[config.mk]
export PLATFORM = sky130hd
export DESIGN_NAME = btn_step_gen
export DESIGN_NICKNAME = d
export VERILOG_FILES = /design/src/rtl/btn_step_pkg.sv /design/src/rtl/btn_step_ch.sv /design/src/rtl/btn_step_gen.sv
export SDC_FILE = /design/constraint.sdc
export NUM_CORES = 1
export LEC_CHECK = 0
export BUFFER_PORTS_ARGS = -buffer_cell sky130_fd_sc_hd__buf_2
export CAP_MARGIN = 20
export CELL_PAD_IN_SITES_DETAIL_PLACEMENT = 1
export CELL_PAD_IN_SITES_GLOBAL_PLACEMENT = 1
export CORE_AREA = 3 3 149 151
export CTS_CLUSTER_SIZE = 40
export DETAILED_ROUTE_END_ITERATION = 16
export DIE_AREA = 0 0 152 154
export GPL_TIMING_DRIVEN = 0
export PLACE_DENSITY_LB_ADDON = 0.1
export REMOVE_ABC_BUFFERS = 1
export SYNTH_ARGS = -nofsm -noshare
export SYNTH_HDL_FRONTEND = slang
export SYNTH_HIERARCHICAL = 1
export SYNTH_SLANG_ARGS = --single-unit
[constraint.sdc]
create_clock -name clk -period 2.25 [get_ports clk]
set_input_delay 0.45 -clock clk [delete_from_list [all_inputs] [get_ports clk]]
set_output_delay 0.45 -clock clk [all_outputs]
set_load 0.05 [all_outputs]
[src/rtl/btn_step_pkg.sv]
// Shared types and helpers for the button step generator.
// Channel FSM states and counter width helpers.
package btn_step_pkg;

    typedef enum logic [1:0] {
        IDLE   = 2'd0,
        HELD   = 2'd1,
        REPEAT = 2'd2
    } ch_state_t;

    // Bits needed to count 0..n-1, never less than one bit.
    function automatic int cnt_w(input int n);
        return (n < 2) ? 1 : $clog2(n);
    endfunction

    function automatic int max_i(input int a, input int b);
        return (a > b) ? a : b;
    endfunction

endpackage

[src/rtl/btn_step_ch.sv]
// One button channel: 2-FF sync, debounce, press/repeat/release FSM.
// The FSM reacts to the debounced next-level so step lines up with level.
import btn_step_pkg::*;

module btn_step_ch #(
    parameter int DEBOUNCE_CYC = 20000,
    parameter int REPEAT_DLY   = 500000,
    parameter int REPEAT_PER   = 100000,
    parameter bit REPEAT_EN    = 1'b0
) (
    input  logic clk,
    input  logic reset,
    input  logic btn_raw,
    output logic level,
    output logic step,
    output logic released
);

    localparam int DW = cnt_w(DEBOUNCE_CYC);
    localparam int RW = cnt_w(max_i(REPEAT_DLY, REPEAT_PER));
    localparam logic [DW-1:0] DB_LAST  = DW'(DEBOUNCE_CYC - 1);
    localparam logic [RW-1:0] DLY_LAST = RW'(REPEAT_DLY - 1);
    localparam logic [RW-1:0] PER_LAST = RW'(REPEAT_PER - 1);

    logic          sync1;
    logic          sync2;
    logic [DW-1:0] cnt;
    logic [DW-1:0] cnt_d;
    logic          level_d;
    ch_state_t     state;
    ch_state_t     state_d;
    logic [RW-1:0] rcnt;
    logic [RW-1:0] rcnt_d;
    logic          step_d;
    logic          rel_d;

    // Bring the asynchronous button into the clk domain.
    always_ff @(posedge clk or posedge reset) begin
        if (reset) begin
            sync1 <= 1'b0;
            sync2 <= 1'b0;
        end else begin
            sync1 <= btn_raw;
            sync2 <= sync1;
        end
    end

    // Debounce: accept a new level only after an unbroken run of differing samples.
    always_comb begin
        level_d = level;
        cnt_d   = cnt;
        if (sync2 == level) begin
            cnt_d = '0;
        end else if (cnt == DB_LAST) begin
            level_d = sync2;
            cnt_d   = '0;
        end else begin
            cnt_d = cnt + DW'(1);
        end
    end

    // Debounce state and accepted level.
    always_ff @(posedge clk or posedge reset) begin
        if (reset) begin
            cnt   <= '0;
            level <= 1'b0;
        end else begin
            cnt   <= cnt_d;
            level <= level_d;
        end
    end

    // FSM state, repeat counter and registered pulses.
    always_ff @(posedge clk or posedge reset) begin
        if (reset) begin
            state    <= IDLE;
            rcnt     <= '0;
            step     <= 1'b0;
            released <= 1'b0;
        end else begin
            state    <= state_d;
            rcnt     <= rcnt_d;
            step     <= step_d;
            released <= rel_d;
        end
    end

    // Next-state logic; a release always takes priority over a repeat.
    always_comb begin
        state_d = state;
        unique case (state)
            IDLE: begin
                if (level_d) state_d = HELD;
            end
            HELD: begin
                if (!level_d) state_d = IDLE;
                else if (REPEAT_EN && rcnt == DLY_LAST) state_d = REPEAT;
            end
            REPEAT: begin
                if (!level_d) state_d = IDLE;
            end
            default: state_d = IDLE;
        endcase
    end

    // Pulse and repeat-counter decode for the next cycle.
    always_comb begin
        step_d = 1'b0;
        rel_d  = 1'b0;
        rcnt_d = '0;
        unique case (state)
            IDLE: begin
                step_d = level_d;
            end
            HELD: begin
                if (!level_d) begin
                    rel_d = 1'b1;
                end else if (REPEAT_EN) begin
                    if (rcnt == DLY_LAST) step_d = 1'b1;
                    else rcnt_d = rcnt + RW'(1);
                end
            end
            REPEAT: begin
                if (!level_d) begin
                    rel_d = 1'b1;
                end else if (rcnt == PER_LAST) begin
                    step_d = 1'b1;
                end else begin
                    rcnt_d = rcnt + RW'(1);
                end
            end
            default: ;
        endcase
    end

endmodule

[src/rtl/btn_step_gen.sv]
// Bank of independent button channels producing clk-synchronous step pulses.
// The release pulse port is named released because release is a reserved word.
import btn_step_pkg::*;

module btn_step_gen #(
    parameter int               N_BTN        = 5,
    parameter int               DEBOUNCE_CYC = 20000,
    parameter int               REPEAT_DLY   = 500000,
    parameter int               REPEAT_PER   = 100000,
    parameter logic [N_BTN-1:0] REPEAT_MASK  = '0
) (
    input  logic             clk,
    input  logic             reset,
    input  logic [N_BTN-1:0] btn_raw,
    output logic [N_BTN-1:0] level,
    output logic [N_BTN-1:0] step,
    output logic [N_BTN-1:0] released
);

    // One self-contained channel per button.
    for (genvar i = 0; i < N_BTN; i++) begin : g_ch
        btn_step_ch #(
            .DEBOUNCE_CYC (DEBOUNCE_CYC),
            .REPEAT_DLY   (REPEAT_DLY),
            .REPEAT_PER   (REPEAT_PER),
            .REPEAT_EN    (REPEAT_MASK[i])
        ) u_ch (
            .clk      (clk),
            .reset    (reset),
            .btn_raw  (btn_raw[i]),
            .level    (level[i]),
            .step     (step[i]),
            .released (released[i])
        );
    end

endmodule

==> key figures <==
Status
  – Status: finished, final reports clean

Clock network
  – CTS sink cnt: 105
  – Hold-fix buffers, CTS: 0
  – Clock transition at path regs: 0.07 ns
  – CTS Buffer Depth: 2
  – Total CTS buffers: 9
  – Clock Latency Late Sink: 0.35 ns
  – CTS tree: built
  – Post-CTS sizing: 0
  – Post-CTS Setup Bufs: 0
  – H-tree depth: 3
  – Root buffer cell: clkbuf_16

STA
  – Max-slew violations: 0
  – Tcrit/Tclk final: 92.5%
  – Maximum clock frequency: 0.481 GHz
  – Hold Vio Cnt, Final: 0
  – RSZ-0062 raised after global routing: no
  – Period minus WS final: 2.08 ns
  – Final setup fails: 0
  – Slew margin rel.: 44.0%
  – Clk_skew: 0.00794 ns
  – Worst-margin pin slew: 0.838 ns
  – TNS Setup: 0 ns

Worst setup path
  – Worst r2r src: g_ch[1].u_ch/cnt[0]$_DFF_PP0_
  – CP peak stage delay: 0.41 ns
  – Worst path slowest cell: and4_1
  – Worst r2r path cells: 6
  – Crit path DAT: 2.32 ns
  – Req. time, crit path: 2.49 ns
  – Critical Path Sink Type: flop
  – Worst path cell trace: ha_1 -> and4_1 -> nand4_4 -> mux2_4 -> ha_1 -> xnor2_1
  – Cell repeated most along the worst path: ha_1
  – WS Path Type: flop to flop
  – Critical path peak fanout: 6
  – Reg2reg setup slack: 0.17 ns
  – Endpoint of the lowest-slack register-to-register path: g_ch[1].u_ch/state[0]$_DFFE_PP0P_
  – Startpoint Class: flop

Finish
  – Share of layout cells above drive strength 1: 18.2%
  – Inserted Diodes: 0
  – Post-layout instance area: 5640 sq um
  – Post-Layout Cell Count: 731
  – Area grow syn2layout: 12.1%
  – Nets: 469

Placement
  – Placed Cells: 716
  – Placed cell area: 5360 sq um
  – GP Congestion: 0.702
  – Detailed Place HPWL: 6570 um
  – PortBufs: 21

Global route
  – GR Overflow Total: 0
  – Antenna violations before repair: 0
  – Largest net degree at the start of global routing: 22
  – Vias in the first global route: 3363
  – Tot GR Track Use: 8.89%
  – Global-route wire length before repair: 17000 um

Synthesis
  – Seq/Total Area, Yosys: 52.3%
  – Gate Count Post-Synth: 435
  – Leading area contributor after synthesis: dfrtp_1
  – Syn Std Cell Area: 5030 sq um
  – Avg Synthesized Cell Area: 11.6 sq um
  – Seq cells post-synth: 105
  – Synth Warn #: 6
  – Post-synth top area share: 52.3%
  – Top post-synthesis cells by area: dfrtp_1, xnor2_1, xor2_1
  – Netlist cell types: 24

Floorplan
  – Core area: 21000 sq um
  – Rows: 53
  – Initial core utilization: 24.0%
  – Die W: 152 um
  – DIE HEIGHT: 154 um
  – Die area: 23400 sq um
  – Top Ports: 22

Route
  – DRT iter0 DRCs: 110
  – Detailed Route WL: 9630 um
  – Vias per inst: 4.25
  – Vias: 3104
  – # DRC: 0
  – Detailed Routing Iterations Pass 1: 3
  – Post-route antenna net violation count: 0
  – Routed len/inst: 13.2 um

Power and ir drop
  – Leakage: 2.48 nW
  – Pwr Density: 638 nW/um^2
  – Worst vdd ir: 0.328 mV

Worst hold path
  – Hold path depth: 1
  – Worst hold path class: primary input to flop
  – Hold path start: btn_raw[4]
  – Hold EP: g_ch[4].u_ch/sync1$_DFF_PP0_

Job
  – Max-cap check violation count: 0
flip-flops by register name (all words and copies together) (netlist names):
signal and count:
g_ch.u_ch/released 5, g_ch.u_ch/sync2 5, g_ch.u_ch/level 5, g_ch.u_ch/state 5
g_ch.u_ch/step 5, g_ch.u_ch/cnt 75, g_ch.u_ch/sync1 5
worst max-delay path: cells and delay by family (launching register included):
family | cells | cell delay (ns)
simple gates | 2 | 0.60
flops | 1 | 0.40
fa+ha+maj | 2 | 0.51
mux | 1 | 0.34
xor+xnor | 1 | 0.12
layout make-up:
type                       instances  area (sq um)
timing repair buffer              21           105
sequential                       105          2630
fill                            2394         15300
clock inverter                     4          45.0
tap                              275           344
inverter                          10          37.5
clock buffer                      11           233
multi-input combinational        305          2240
per-stage QoR:
stage | utilization, % | hold WS, ns | setup slack, ns | total power, mW
after floorplan | - | 0.331 | 0.395 | 2.06
after global placement | 25.6 | 0.332 | 0.134 | 2.10
after detailed placement | 25.6 | 0.336 | 0.149 | 2.11
after CTS | 26.9 | 0.189 | 0.116 | 3.70
after global routing | 26.9 | 0.189 | 0.0357 | 3.81
final | 26.9 | 0.206 | 0.169 | 3.60
how the worst max path moves through the flow:
| stage | startpoint | endpoint | slack (ns) | cells past startpoint |
|---|---|---|---|---|
| finish | g_ch[1].u_ch/cnt[0]$_DFF_PP0_ | g_ch[1].u_ch/state[0]$_DFFE_PP0P_ | 0.17 | 6 |
| detailed placement | g_ch[0].u_ch/cnt[0]$_DFF_PP0_ | g_ch[0].u_ch/state[0]$_DFFE_PP0P_ | 0.15 | 6 |
| global route | g_ch[4].u_ch/cnt[0]$_DFF_PP0_ | g_ch[4].u_ch/state[0]$_DFFE_PP0P_ | 0.04 | 6 |
| floorplan | g_ch[4].u_ch/cnt[0]$_DFF_PP0_ | g_ch[4].u_ch/state[0]$_DFFE_PP0P_ | 0.39 | 6 |
| CTS | g_ch[0].u_ch/cnt[0]$_DFF_PP0_ | g_ch[0].u_ch/state[0]$_DFFE_PP0P_ | 0.12 | 6 |
| global placement | g_ch[4].u_ch/cnt[0]$_DFF_PP0_ | g_ch[4].u_ch/state[0]$_DFFE_PP0P_ | 0.13 | 6 |
Yosys cell counts (all sizes together):
cell type / instances
dfrtp: 105
nor2: 75
xnor2: 40
xor2: 35
nand4: 30
nand2: 25
nand3: 20
and4: 15
nor4: 15
and2: 10
buf: 10
ha: 10
inv: 10
mux2: 10
nor3: 10
and3: 5
and4bb: 5
clkbuf: 5
power by group:
group	switching, mW	total [mW]	internal (mW)	leakage (nW)
clock network	0.686	1.54	0.853	0.139
registers	0.0275	1.94	1.92	1.43
logic	0.0846	0.115	0.0305	0.907
total	0.798	3.60	2.80	2.48
metal layers:
| metal | track usage [%] | up-vias | part of all wire [%] |
|---|---|---|---|
| li1 | - | 1520 | - |
| met2 | 13.7 | 21 | 46 |
| met3 | 1.75 | 9 | 2.0 |
| met1 | 12.0 | 1554 | 51 |
| met5 | 0 | - | 0 |
| met4 | 4.24 | 0 | 2.0 |
cells in the final DEF, fill, tap and decap left out, drive strengths merged, types with 10 or more instances in the layout:
master,n
nand4,30
nand2,25
xnor2,40
ha,10
buf,21
xor2,35
mux2,10
nor3,10
nor2,75
nand3,20
dfrtp,105
and2,10
and4,15
inv,10
nor4,15
clkbuf,11
logic make-up (layout without fill, tap and decap cells):
group	Yosys count	after routing	share of synthesized area (%)
adders and majority gates	10	10	2.49
buffers and inverters	25	46	3.11
and+or+nand+nor	210	210	26.5
xor gates and xnor gates	75	75	13.1
muxes	10	10	2.61
DFF	105	105	52.3
(Power assumes the default switching activity.)
